==> config.mk <==
export PLATFORM = sky130hd
export DESIGN_NAME = taylor_term_accumulator
export DESIGN_NICKNAME = d
export VERILOG_FILES = /design/src/rtl/taylor_term_accumulator.sv
export SDC_FILE = /design/constraint.sdc
export NUM_CORES = 2
export LEC_CHECK = 0
export CORE_ASPECT_RATIO = 0.7
export CORE_MARGIN = 2
export CORE_UTILIZATION = 65
export CTS_BUF_LIST = sky130_fd_sc_hd__clkbuf_8
export CTS_CLUSTER_SIZE = 25
export DETAILED_ROUTE_END_ITERATION = 8
export HOLD_SLACK_MARGIN = 0.15
export PLACE_DENSITY_LB_ADDON = 0.25
export SKIP_CTS_REPAIR_TIMING = 1
export SLEW_MARGIN = 20
export SYNTH_ARGS = -nofsm -noshare
export SYNTH_HDL_FRONTEND = slang
export SYNTH_SLANG_ARGS = --single-unit
==> constraint.sdc <==
create_clock -name clk -period 16.8 [get_ports clk]
set_input_delay 3.36 -clock clk [delete_from_list [all_inputs] [get_ports clk]]
set_output_delay 3.36 -clock clk [all_outputs]
set_load 0.005 [all_outputs]
==> src/rtl/taylor_term_accumulator.sv <==
// Power-series accumulator: sums c[k]*x^k in signed Q(DATA_W-FRAC_W).FRAC_W fixed point.
// Define TAYLOR_ACC_SAT_EN for a saturating accumulator with a sticky overflow flag.
//
// state  | meaning
// -------+-----------------------------------------------------------
// IDLE   | waiting for start; accept latches x, resets acc and pow
// LAUNCH | single-cycle start_cntr pulse to the term counter
// RUN    | terms streaming in; done raised with the last index read
// DRAIN  | last coefficient returns from the ROM and is accumulated
// DONE   | result_valid pulse, result holds the final sum

module taylor_term_accumulator #(
   parameter int DATA_W     = 32,
   parameter int FRAC_W     = 16,
   parameter int CNTR_DEPTH = 5,
   parameter int NUM_TERMS  = 16
) (
   input  logic                  clk,
   input  logic                  rst_n,
   input  logic                  start,
   input  logic [DATA_W-1:0]     x_in,
   input  logic                  coeff_rd_en,
   input  logic [CNTR_DEPTH-1:0] term_cnt,
   input  logic [DATA_W-1:0]     coeff_in,
   output logic                  start_cntr,
   output logic                  done,
   output logic                  busy,
   output logic [DATA_W-1:0]     result,
   output logic                  result_valid,
   output logic                  overflow
);

   localparam int                    PROD_W   = 2 * DATA_W;
   localparam logic [CNTR_DEPTH-1:0] LAST_IDX = CNTR_DEPTH'(NUM_TERMS - 1);
   localparam logic [DATA_W-1:0]     POW_ONE  = DATA_W'(1) << FRAC_W;

   typedef enum logic [2:0] {
      S_IDLE,
      S_LAUNCH,
      S_RUN,
      S_DRAIN,
      S_DONE
   } state_t;

   state_t r_state;
   state_t w_state_nxt;

   logic [DATA_W-1:0] r_x;
   logic [DATA_W-1:0] r_acc;
   logic [DATA_W-1:0] r_pow;
   logic [DATA_W-1:0] r_result;
   logic              r_rd_en_d;
   logic              r_start_cntr;
   logic              r_result_valid;

   logic              w_done;
   logic              w_accept;
   logic              w_acc_en;
   logic [DATA_W-1:0] w_prod;
   logic [DATA_W-1:0] w_pow_nxt;
   logic [DATA_W-1:0] w_acc_sum;
   logic [DATA_W-1:0] w_acc_upd;

   logic signed [PROD_W-1:0] w_coeff_ext;
   logic signed [PROD_W-1:0] w_pow_ext;
   logic signed [PROD_W-1:0] w_x_ext;
   logic signed [PROD_W-1:0] w_prod_full;
   logic signed [PROD_W-1:0] w_pow_full;
   logic                     w_unused_bits;

   // ---------------- FSM ----------------
   always_ff @(posedge clk) begin
      if (!rst_n) begin
         r_state <= S_IDLE;
      end else begin
         r_state <= w_state_nxt;
      end
   end

   always_comb begin
      w_state_nxt = r_state;
      w_done      = 1'b0;
      case (r_state)
         S_IDLE: begin
            if (start) begin
               w_state_nxt = S_LAUNCH;
            end
         end
         S_LAUNCH: begin
            w_state_nxt = S_RUN;
         end
         S_RUN: begin
            // combinational so the counter stops without issuing an extra read
            if (coeff_rd_en && (term_cnt == LAST_IDX)) begin
               w_done      = 1'b1;
               w_state_nxt = S_DRAIN;
            end
         end
         S_DRAIN: begin
            w_state_nxt = S_DONE;
         end
         S_DONE: begin
            w_state_nxt = S_IDLE;
         end
         default: begin
            w_state_nxt = S_IDLE;
         end
      endcase
   end

   assign w_accept = (r_state == S_IDLE) && start;
   assign w_acc_en = r_rd_en_d && ((r_state == S_RUN) || (r_state == S_DRAIN));

   // ---------------- arithmetic ----------------
   assign w_coeff_ext = {{DATA_W{coeff_in[DATA_W-1]}}, coeff_in};
   assign w_pow_ext   = {{DATA_W{r_pow[DATA_W-1]}}, r_pow};
   assign w_x_ext     = {{DATA_W{r_x[DATA_W-1]}}, r_x};
   assign w_prod_full = w_coeff_ext * w_pow_ext;
   assign w_pow_full  = w_pow_ext * w_x_ext;

   // slicing above FRAC_W is the arithmetic shift; floor rounding, no correction
   assign w_prod    = w_prod_full[FRAC_W +: DATA_W];
   assign w_pow_nxt = w_pow_full[FRAC_W +: DATA_W];

   assign w_unused_bits = ^{w_prod_full[FRAC_W-1:0], w_prod_full[PROD_W-1:FRAC_W+DATA_W],
                            w_pow_full[FRAC_W-1:0],  w_pow_full[PROD_W-1:FRAC_W+DATA_W]};

`ifdef TAYLOR_ACC_SAT_EN
   localparam logic [DATA_W-1:0] ACC_MAX = {1'b0, {(DATA_W-1){1'b1}}};
   localparam logic [DATA_W-1:0] ACC_MIN = {1'b1, {(DATA_W-1){1'b0}}};

   logic [DATA_W:0] w_sum_ext;
   logic            w_sum_ovf;
   logic            r_overflow;

   assign w_sum_ext = {r_acc[DATA_W-1], r_acc} + {w_prod[DATA_W-1], w_prod};
   assign w_sum_ovf = w_sum_ext[DATA_W] ^ w_sum_ext[DATA_W-1];
   assign w_acc_sum = !w_sum_ovf         ? w_sum_ext[DATA_W-1:0] :
                      w_sum_ext[DATA_W]  ? ACC_MIN : ACC_MAX;

   always_ff @(posedge clk) begin
      if (!rst_n) begin
         r_overflow <= 1'b0;
      end else if (w_accept) begin
         r_overflow <= 1'b0;
      end else if (w_acc_en && w_sum_ovf) begin
         r_overflow <= 1'b1;
      end
   end

   assign overflow = r_overflow;
`else
   assign w_acc_sum = r_acc + w_prod;
   assign overflow  = 1'b0;
`endif

   assign w_acc_upd = w_acc_en ? w_acc_sum : r_acc;

   // ---------------- datapath registers ----------------
   always_ff @(posedge clk) begin
      if (!rst_n) begin
         r_x            <= '0;
         r_acc          <= '0;
         r_pow          <= POW_ONE;
         r_result       <= '0;
         r_rd_en_d      <= 1'b0;
         r_start_cntr   <= 1'b0;
         r_result_valid <= 1'b0;
      end else begin
         r_rd_en_d      <= coeff_rd_en;
         r_start_cntr   <= w_accept;
         r_result_valid <= (r_state == S_DRAIN);
         if (w_accept) begin
            r_x   <= x_in;
            r_acc <= '0;
            r_pow <= POW_ONE;
         end else if (w_acc_en) begin
            r_acc <= w_acc_sum;
            r_pow <= w_pow_nxt;
         end
         // capture the sum including the term arriving in DRAIN
         if (r_state == S_DRAIN) begin
            r_result <= w_acc_upd;
         end
      end
   end

   assign start_cntr   = r_start_cntr;
   assign done         = w_done;
   assign busy         = (r_state != S_IDLE);
   assign result       = r_result;
   assign result_valid = r_result_valid;

endmodule
==> results.json <==
{
  "outcome": "complete, no violations",
  "setup_tns_ns": 0,
  "ys_async_sr_fraction": 0,
  "path_max_fanout": 13,
  "clock_skew_ns": 0.0314,
  "hold_depth": 2,
  "dpl.hpwl_mm": 132,
  "cts.htree.levels": 4,
  "die_h_um": 265,
  "leakage_uw": 0.0323,
  "cts_buffers": 17,
  "cellPowerDensity_nw_per_um2": 19.5,
  "grt-ovfl-total": 0,
  "crit_top_cell": "fa_1",
  "vdd_drop_max_mv": 0.0586,
  "drive_above_1_share": 0.0253,
  "grt_pass1_wl_mm": 270,
  "max_slew_margin": 0.235,
  "synth_edf_count": 0,
  "gp_congestion": 0.962,
  "hold_viol_final": 0,
  "antenna_found_initial": 2,
  "syn_area_per_cell_um2": 8.91,
  "critPathRequiredTime_ns": 17.32,
  "start_kind": "input port",
  "worstMarginPinSlew_ns": 1.15,
  "yosys_warnings": 0,
  "hold_ws_ns": 0.458,
  "finish.utilization": 0.681,
  "routed_wl_mm": 163,
  "grt_max_degree": 62,
  "cts_tree": "built",
  "hp-class": "register to register",
  "dr_total_vias": 45800,
  "synth_area_um2": 63300,
  "ys_seq_area_frac": 0.0424,
  "fin_nets": 9021,
  "clkSinkCount": 134,
  "synth_cells": 7110,
  "ys_ff_latch": 134,
  "worstSetupPathType": "input port to register",
  "grt_use_total": 0.350,
  "ys_types": 69,
  "slowest_stage": "clkdlybuf4s50_1",
  "drt-pass1-iter-count": 6,
  "layout-area-overhead-vs-synth_pct": 3.48,
  "drcViolationCount": 0,
  "clockBufferDepth": 2,
  "initial_core_util": 0.658,
  "syn-num-nets": 9222,
  "numPortBuffers": 108,
  "die_area_um2": 100000,
  "clk_latency_ns": 0.61,
  "die_w_um": 377,
  "postRouteAntennaNets": 0,
  "rr_worst_depth": 35,
  "maxCapViolCount": 0,
  "design.core.area_um2": 96300,
  "io_pins": 110,
  "drv_slew": 0,
  "rows": 95,
  "post-route-period-util": 0.855,
  "worstPathArrival_ns": 14.88,
  "grt_setup_unrepaired": "false",
  "grt_pass1_vias": 49600,
  "post-route-min-period_ns": 14.36,
  "fmax_mhz": 69.6,
  "routedWlPerCell_um": 20.0,
  "cts_root_buffer": "clkbuf_8",
  "clk_pin_slew_ns": 0.09,
  "slowest_delay_ns": 0.94,
  "setup_violations": 0,
  "end_kind": "register",
  "via_per_inst": 5.60,
  "ys.flop_type": "dfxtp_1",
  "drt_iter0_markers": 3857
}
-- layer usage --
metal | vias up | track usage | wire length [µm]
met1 | 23400 | 0.517 | 68400
li1 | 19800 | - | -
met2 | 2327 | 0.496 | 68600
met5 | - | 0.0256 | 356
met3 | 259 | 0.117 | 21500
met4 | 4 | 0.0924 | 4430
-- worst max-delay path: cells and delay by family --
kind	cells	cell delay [ns]
AND/OR/NAND/NOR	4	1.04
AO/OA/AOI/OAI	14	4.40
XOR/XNOR	2	0.38
buffers and inverters	5	1.17
adder cells (fa/ha/maj)	10	4.51
-- power by group --
part	total, µW	internal, µW	switching (µW)
clock network	292	110	182
logic	638	230	408
registers	350	328	21.6
-- registers in the layout, indices dropped and copies added (netlist names) --
| register | cells |
|---|---|
| r_x | 32 |
| result | 32 |
| start_cntr | 1 |
| r_state | 3 |
| r_rd_en_d | 1 |
| r_acc | 32 |
| result_valid | 1 |
| r_pow | 32 |
-- per-stage QoR --
stage                     total power (µW)  std cells  setup WS (ns)  cell area, µm²
after global placement                 964       8151           2.38           65100
after CTS                             1280       8183           2.70           65500
after floorplan                        771       7110           4.42           63300
after detailed placement               981       8151           2.08           65100
final                                 1280       8185           2.44           65500
after global routing                  1360       8185           1.84           65500
-- Yosys cell counts, types with 36 or more instances --
library cell | n | area (µm²)
xor2_1 | 43 | 377
dfxtp_1 | 134 | 2680
nand2_1 | 1237 | 4640
ha_1 | 362 | 4530
fa_1 | 1677 | 33600
a211oi_1 | 36 | 270
and2_1 | 691 | 4320
clkbuf_1 | 411 | 1540
o21ai_0 | 51 | 255
xnor2_1 | 117 | 1020
inv_1 | 1756 | 6590
nor2_1 | 120 | 450
a21oi_1 | 158 | 791
a21o_1 | 51 | 383
-- final timing paths --
| kind | start | endpoint | slack, ns |
|---|---|---|---|
| max | coeff_in[18] | r_acc[31] | 2.44 |
| min | r_x[16] | r_x[16] | 0.46 |
| max reg2reg | r_pow[6] | r_acc[31] | 4.90 |
| min reg2reg | r_x[16] | r_x[16] | 0.46 |
-- cell usage in the layout, fill, tap and decap left out, types with 4 or more instances in the layout --
cell type	count
a211o_1	8
a211oi_1	36
a21boi_0	4
a21o_1	51
a21oi_1	158
a221oi_1	5
a31oi_1	10
and2_1	689
and3_1	10
buf_4	92
clkbuf_8	17
clkdlybuf4s50_1	108
dfxtp_1	105
dfxtp_2	29
fa_1	1677
ha_1	362
inv_1	1756
inv_6	7
inv_8	4
mux2i_1	9
nand2_1	1235
nand2b_1	27
nand3_1	32
nand4_1	19
nand4b_1	4
nor2_1	120
nor2b_1	16
nor3_1	19
nor4_1	4
o211ai_1	7
o21a_1	15
o21ai_0	51
o21ai_1	7
o21bai_1	7
or3_1	4
xnor2_1	117
xor2_1	43
-- kinds of logic (layout without fill, tap and decap cells) --
logic type,count (synthesis),after routing,synth area share
xor+xnor,161,161,0.0224
flops,134,134,0.0424
simple gates,2200,2200,0.163
buf+inv,2177,1989,0.129
other cells,1,3,0.0000592
fa+ha+maj,2039,2039,0.602
compound gates,389,389,0.0395
mux,9,9,0.00142
-- area by class of cell --
| type | instances | area (µm²) |
|---|---|---|
| antenna | 2 | 5.00 |
| clock buffer | 17 | 234 |
| clock inverter | 15 | 148 |
| fill | 7576 | 30800 |
| inverter | 1757 | 6600 |
| multi-input combinational | 4799 | 52500 |
| sequential | 134 | 2720 |
| tap | 1261 | 1580 |
| timing repair buffer | 200 | 1770 |
Power figures use the tool's default switching activity.
